<file path="config.mk">
export PLATFORM = sky130hd
export DESIGN_NAME = team_06_i2c_target
export DESIGN_NICKNAME = d
export VERILOG_FILES = /design/src/rtl/team_06_i2c_pkg.sv /design/src/rtl/team_06_i2c_sync.sv /design/src/rtl/team_06_i2c_target.sv
export SDC_FILE = /design/constraint.sdc
export NUM_CORES = 1
export LEC_CHECK = 0
export BUFFER_PORTS_ARGS = -buffer_cell sky130_fd_sc_hd__buf_2
export CELL_PAD_IN_SITES_DETAIL_PLACEMENT = 1
export CELL_PAD_IN_SITES_GLOBAL_PLACEMENT = 1
export CORE_AREA = 2 2 61 77
export CTS_CLUSTER_DIAMETER = 80
export CTS_CLUSTER_SIZE = 30
export DETAILED_ROUTE_END_ITERATION = 8
export DIE_AREA = 0 0 63 79
export HOLD_SLACK_MARGIN = 0.03
export PLACE_DENSITY = 0.7
export SLEW_MARGIN = 15
export SYNTH_ARGS = -nofsm -noshare
export SYNTH_HDL_FRONTEND = slang
export SYNTH_SLANG_ARGS = --single-unit
</file>
<file path="constraint.sdc">
create_clock -name clk -period 1.5 [get_ports clk]
set_input_delay 0.3 -clock clk [delete_from_list [all_inputs] [get_ports clk]]
set_output_delay 0.3 -clock clk [all_outputs]
set_load 0.05 [all_outputs]
</file>
<file path="src/rtl/team_06_i2c_pkg.sv">
// Shared types and constants for the team_06 I2C target receiver.
// The address filter is enabled by defining TEAM_06_I2C_ADDR_MATCH_EN.
package team_06_i2c_pkg;

    typedef enum logic [1:0] {
        IDLE     = 2'd0,
        RX       = 2'd1,
        ACK_WAIT = 2'd2,
        ACK      = 2'd3
    } i2c_tgt_state_t;

    localparam logic I2C_ACK   = 1'b0;
    localparam int   I2C_BIT_W = 8;

    // Address byte is [7:1] address, [0] read/write; only writes are claimed.
    function automatic logic addr_hit(input logic [I2C_BIT_W-1:0] byte_in,
                                      input logic [6:0]           addr);
        return (byte_in[7:1] == addr) && (byte_in[0] == 1'b0);
    endfunction

endpackage

</file>
<file path="src/rtl/team_06_i2c_sync.sv">
// Two-flop synchronizer with a previous-value flop and edge outputs.
// Resets to 1 so an idle open-drain bus produces no edges after reset.
module team_06_i2c_sync (
    input  logic i_clk,
    input  logic i_rst,
    input  logic i_pin,
    output logic o_level,
    output logic o_rise,
    output logic o_fall
);

    logic [1:0] r_sync;
    logic       r_prev;

    // Synchronizer chain and history flop.
    always_ff @(posedge i_clk) begin
        if (i_rst) begin
            r_sync <= 2'b11;
            r_prev <= 1'b1;
        end else begin
            r_sync <= {r_sync[0], i_pin};
            r_prev <= r_sync[1];
        end
    end

    assign o_level = r_sync[1];
    assign o_rise  = r_sync[1] & ~r_prev;
    assign o_fall  = ~r_sync[1] & r_prev;

endmodule

</file>
<file path="src/rtl/team_06_i2c_target.sv">
// I2C target byte receiver: LSB-first shift-in, ACK/NACK drive, valid/ready holding register.
// Define TEAM_06_I2C_ADDR_MATCH_EN to treat the first byte after START as an address.
module team_06_i2c_target
    import team_06_i2c_pkg::*;
#(
    parameter logic [6:0] TARGET_ADDR = 7'h27
) (
    input  logic                 clk,
    input  logic                 rst,
    input  logic                 scl_i,
    input  logic                 sda_i,
    output logic                 sda_o,
    output logic                 oeb,
    output logic [I2C_BIT_W-1:0] rx_data,
    output logic                 rx_valid,
    input  logic                 rx_ready,
    output logic                 overrun,
    output logic                 busy
);

`ifdef TEAM_06_I2C_ADDR_MATCH_EN
    localparam logic ADDR_EN = 1'b1;
`else
    localparam logic ADDR_EN = 1'b0;
`endif

    logic w_scl_lvl, w_scl_rise, w_scl_fall;
    logic w_sda_lvl, w_sda_rise, w_sda_fall;
    logic w_start, w_stop, w_addr_byte, w_accept;

    i2c_tgt_state_t       r_state, w_state_nxt;
    logic [2:0]           r_bit_cnt, w_bit_cnt_nxt;
    logic [I2C_BIT_W-1:0] r_shift, w_shift_nxt;
    logic [I2C_BIT_W-1:0] r_rx_data, w_rx_data_nxt;
    logic                 r_rx_valid, w_rx_valid_nxt;
    logic                 r_oeb, w_oeb_nxt;
    logic                 r_overrun, w_overrun_nxt;
    logic                 r_busy, w_busy_nxt;
    logic                 r_accept, w_accept_nxt;
    logic                 r_addr_phase, w_addr_phase_nxt;

    team_06_i2c_sync u_scl_sync (
        .i_clk   (clk),
        .i_rst   (rst),
        .i_pin   (scl_i),
        .o_level (w_scl_lvl),
        .o_rise  (w_scl_rise),
        .o_fall  (w_scl_fall)
    );

    team_06_i2c_sync u_sda_sync (
        .i_clk   (clk),
        .i_rst   (rst),
        .i_pin   (sda_i),
        .o_level (w_sda_lvl),
        .o_rise  (w_sda_rise),
        .o_fall  (w_sda_fall)
    );

    assign w_start     = w_sda_fall & w_scl_lvl;
    assign w_stop      = w_sda_rise & w_scl_lvl;
    assign w_addr_byte = ADDR_EN & r_addr_phase;
    // An address byte is judged on the address alone; data needs room in the holding register.
    assign w_accept    = w_addr_byte ? addr_hit(r_shift, TARGET_ADDR)
                                     : (~r_rx_valid | rx_ready);

    // Next-state and next-output logic.
    always_comb begin
        w_state_nxt      = r_state;
        w_bit_cnt_nxt    = r_bit_cnt;
        w_shift_nxt      = r_shift;
        w_rx_data_nxt    = r_rx_data;
        w_rx_valid_nxt   = r_rx_valid;
        w_oeb_nxt        = r_oeb;
        w_overrun_nxt    = 1'b0;
        w_busy_nxt       = r_busy;
        w_accept_nxt     = r_accept;
        w_addr_phase_nxt = r_addr_phase;

        if (r_rx_valid && rx_ready) begin
            w_rx_valid_nxt = 1'b0;
        end else begin
            w_rx_valid_nxt = r_rx_valid;
        end

        if (w_stop) begin
            w_state_nxt   = IDLE;
            w_oeb_nxt     = 1'b1;
            w_busy_nxt    = 1'b0;
            w_bit_cnt_nxt = 3'd0;
        end else if (w_start) begin
            w_state_nxt      = RX;
            w_oeb_nxt        = 1'b1;
            w_busy_nxt       = 1'b1;
            w_bit_cnt_nxt    = 3'd0;
            w_addr_phase_nxt = 1'b1;
        end else begin
            case (r_state)
                IDLE: begin
                    w_oeb_nxt = 1'b1;
                end
                RX: begin
                    if (w_scl_rise) begin
                        w_shift_nxt[r_bit_cnt] = w_sda_lvl;
                        w_bit_cnt_nxt          = r_bit_cnt + 3'd1;
                        if (r_bit_cnt == 3'd7) begin
                            w_state_nxt = ACK_WAIT;
                        end else begin
                            w_state_nxt = RX;
                        end
                    end else begin
                        w_state_nxt = RX;
                    end
                end
                ACK_WAIT: begin
                    if (w_scl_fall) begin
                        w_accept_nxt  = w_accept;
                        w_oeb_nxt     = w_accept ? I2C_ACK : 1'b1;
                        w_overrun_nxt = ~w_accept & ~w_addr_byte;
                        w_state_nxt   = ACK;
                    end else begin
                        w_state_nxt = ACK_WAIT;
                    end
                end
                ACK: begin
                    if (w_scl_fall) begin
                        w_oeb_nxt = 1'b1;
                        if (r_accept) begin
                            if (!w_addr_byte) begin
                                w_rx_data_nxt  = r_shift;
                                w_rx_valid_nxt = 1'b1;
                            end else begin
                                w_rx_data_nxt = r_rx_data;
                            end
                            w_addr_phase_nxt = 1'b0;
                            w_state_nxt      = RX;
                        end else begin
                            w_state_nxt = IDLE;
                        end
                    end else begin
                        w_state_nxt = ACK;
                    end
                end
                default: begin
                    w_state_nxt = IDLE;
                    w_oeb_nxt   = 1'b1;
                end
            endcase
        end
    end

    // State and output registers.
    always_ff @(posedge clk) begin
        if (rst) begin
            r_state      <= IDLE;
            r_bit_cnt    <= 3'd0;
            r_shift      <= 8'h00;
            r_rx_data    <= 8'h00;
            r_rx_valid   <= 1'b0;
            r_oeb        <= 1'b1;
            r_overrun    <= 1'b0;
            r_busy       <= 1'b0;
            r_accept     <= 1'b0;
            r_addr_phase <= 1'b0;
        end else begin
            r_state      <= w_state_nxt;
            r_bit_cnt    <= w_bit_cnt_nxt;
            r_shift      <= w_shift_nxt;
            r_rx_data    <= w_rx_data_nxt;
            r_rx_valid   <= w_rx_valid_nxt;
            r_oeb        <= w_oeb_nxt;
            r_overrun    <= w_overrun_nxt;
            r_busy       <= w_busy_nxt;
            r_accept     <= w_accept_nxt;
            r_addr_phase <= w_addr_phase_nxt;
        end
    end

    assign sda_o    = I2C_ACK;
    assign oeb      = r_oeb;
    assign rx_data  = r_rx_data;
    assign rx_valid = r_rx_valid;
    assign overrun  = r_overrun;
    assign busy     = r_busy;

endmodule

</file>
==> out/qor.yml <==
finish:
  regArea_sq_um: 644.4
  syn_to_final_growth_pct: 14.96
  layout.nets: 179
  antenna_cells: 0
  num-fill-cells: 512
  design_area_sq_mm: 0.001654
  multi_input_area_sq_um: 719.4
  layout-drive-gt1-share: 0.2616
timing:
  max_freq_ghz: 0.7210
  fin_crit_sh: 0.9247
  setup_viol: 0
  min_period_ns: 1.387
  rsz0062_at_grt: "no"
  fin_skew_ns: 0.003534
  slew_viol_final: 0
  timing.final.hold_violations: 0
  finalSetupTns_ns: 0
power:
  power_mw: 1.551
  swShare: 0.2245
  p_seq_frac: 0.561
  p_sw_mw: 0.3481
  power_density_mw_per_mm2: 937.5
  p_leak_nw: 0.6571
  combPwrFrac: 0.046
  power_frac_clock: 0.393
  power.internal_mw: 1.203
  vdd_drop_max_uv: 465.1
die:
  ios: 18
  rows: 27
  chipWidth_um: 63
  start_util: 0.3354
  die_area_sq_mm: 0.004977
  coreArea_sq_mm: 0.004290
  die_h_um: 79
setup_path:
  path_common_cell: "ha_1"
  critical_path_class: "register to register"
  crit_start: "r_bit_cnt[0]$_SDFFE_PP0P_"
  cp-start-kind: "register"
  r2r_start: "r_bit_cnt[0]$_SDFFE_PP0P_"
  critPathCapture: "r_state[0]$_SDFFE_PP0P_"
  slowest_delay_ns: 0.32
  timing.rr.end: "r_state[0]$_SDFFE_PP0P_"
  cp-end-kind: "register"
  slowest_stage: "dfxtp_2"
  regToRegSetupSlack_ns: 0.11
  required_ns: 1.68
  arrival_ns: 1.56
  ff2ff_path_depth: 5
  path_cells: "ha_1, ha_1, or3b_4, o221ai_2, a2111oi_2"
  cp_max_fo: 2
logic_synthesis:
  postSynth.asyncResetShare: 0
  ys.flop_type: "dfxtp_1"
  ys_seq_area_frac: 0.4452
  synthesis.nets: 162
  yosys_warnings: 0
  avgSynthCellArea_sq_um: 9.283
  ys_seq_elements: 32
  yosysUniqueCellTypes: 37
  synth-edff-count: 0
  postSynthCellCount: 155
  netlist_area_sq_mm: 0.001439
routing:
  wl_per_cell_um: 13.29
  drc: 0
  ant_nets: 0
  vias_per_cell: 4.948
  dr.pass1.iters: 3
  via_count: 1138
  routed_wl_um: 3057
  drtIter0Drc: 30
clock_network:
  cts_made_buffers: 5
  cts_max_path_buffers: 2
  cts_root_buffer: "clkbuf_8"
  post_cts_buffers: 0
  tritoncts: "done"
  clock_latency_ns: 0.28
  clock-sinks: 32
  path_clk_slew_ns: 0.06
  h-tree-depth: 2
grt:
  grt_pass1_wl_um: 5513
  track_usage: 0.1395
  grt_max_degree: 30
  grt_pass1_vias: 1214
  antenna_found_initial: 0
  gr-total-overflow: 0
placement:
  dp_hpwl_um: 2215
  port-buffer-count: 16
  placed_area_sq_mm: 0.001570
  globalplace.congestion: 0.7931
hold_path:
  hold_path.class: "input pin to register"
run:
  drv_cap: 0
run_status:
  run_status: "finished clean"
[repair_timing]
item | in CTS | in global routing
setup endpoints to repair | 0 | 10
hold buffers | 0 | 0
gates resized for setup | 0 | 4
[worst min path at each step]
stage / from / end / depth (start not counted)
3_3_place_gp: u_scl_sync.r_sync[0]$_SDFF_PP1_ / u_scl_sync.r_sync[1]$_SDFF_PP1_ / 1
6_report: scl_i / u_scl_sync.r_sync[0]$_SDFF_PP1_ / 2
5_1_grt: sda_i / u_sda_sync.r_sync[0]$_SDFF_PP1_ / 2
3_5_place_dp: u_scl_sync.r_sync[0]$_SDFF_PP1_ / u_scl_sync.r_sync[1]$_SDFF_PP1_ / 1
4_1_cts: scl_i / u_scl_sync.r_sync[0]$_SDFF_PP1_ / 2
2_1_floorplan: u_scl_sync.r_sync[0]$_SDFF_PP1_ / u_scl_sync.r_sync[1]$_SDFF_PP1_ / 1
[power by group through the flow]
stage          Sequential [mW]  Clock (mW)  Combinational [mW]
2_1_floorplan            0.885           0              0.0582
3_3_place_gp             0.887           0              0.0694
3_5_place_dp             0.888           0              0.0724
4_1_cts                  0.869       0.640              0.0721
5_1_grt                  0.871       0.679              0.0790
6_report                 0.870       0.610              0.0714
[layer usage]
metal,track usage,vias up,part of all wire
met4,0.05111,0,0.015
met3,0.03966,4,0.028
met1,0.1552,550,0.43
li1,-,572,-
met2,0.2511,12,0.52
met5,0,-,0
[sequential cells by signal, summed over array words and instances (netlist names)]
register           count
r_shift                8
rx_data                8
r_bit_cnt              3
r_state                2
u_scl_sync.r_sync      2
u_sda_sync.r_sync      2
busy                   1
oeb                    1
overrun                1
r_accept               1
rx_valid               1
u_scl_sync.r_prev      1
u_sda_sync.r_prev      1
[logic make-up after synthesis]
family          count (synthesis)  synth area share
compound gates                 32            0.1365
xor+xnor                        3           0.01826
fa+ha+maj                       2           0.01739
buf+inv                        14           0.05652
flops                          32            0.4452
mux                             8           0.05565
other cells                     1          0.002606
simple gates                   63            0.2678
[synthesized netlist by cell type (all sizes together) (2+ instances only)]
library cell	n	area, sq um
dfxtp	32	640.6
a21oi	15	75.07
nand2b	10	62.56
o21ai	10	50.05
buf	9	62.55
nand2	9	33.78
nand3	9	45.04
mux2i	8	80.08
or2	7	43.79
clkbuf	5	18.77
nor2	5	18.77
nand4b	4	35.03
nand4	3	18.77
nor2b	3	18.77
a21o	2	15.01
and3b	2	17.52
and4bb	2	25.02
ha	2	25.02
or3	2	12.51
xnor2	2	17.52
[through the flow]
stage          setup slack (ns)  std cells  hold slack, ns    util
2_1_floorplan           0.02283        155          0.3895       -
3_3_place_gp            0.07297        223          0.3927  0.3660
3_5_place_dp            0.04264        223          0.4001  0.3660
4_1_cts                 0.03771        230          0.1943  0.3841
5_1_grt                 0.05111        230          0.2051  0.3855
6_report                 0.1130        230          0.2060  0.3855
[placed cells by master (no fill, tap or decap), types with 2 or more instances in the layout]
cell      Yosys  routed
nand2b_1     10      10
or3_1         2       2
nand4b_1      4       4
nand4_1       3       3
buf_2         5      16
and3b_1       2       2
buf_4         2       8
nand3_1       9       9
nor2b_1       3       3
mux2i_1       8       8
dfxtp_1      32      29
dfxtp_2       0       3
o21ai_0      10      10
a21o_1        2       2
ha_1          2       2
nor2_1        5       5
or2_2         7       7
nand2_1       9       9
a21oi_1      15      15
xnor2_1       2       2
clkbuf_8      0       5
[layout make-up]
| type | instances | share of cell area |
|---|---|---|
| sequential | 32 | 0.3896 |
| timing repair buffer | 24 | 0.08472 |
| multi-input combinational | 109 | 0.4349 |
| clock inverter | 1 | 0.003026 |
| tap | 58 | 0.04387 |
| clock buffer | 6 | 0.04387 |
[worst max-delay path, delay by kind of cell, from the launching register on]
kind	cells	cell delay, ns
flops	1	0.32
fa+ha+maj	2	0.37
simple gates	1	0.23
compound gates	2	0.37
(Power assumes the default switching activity.)
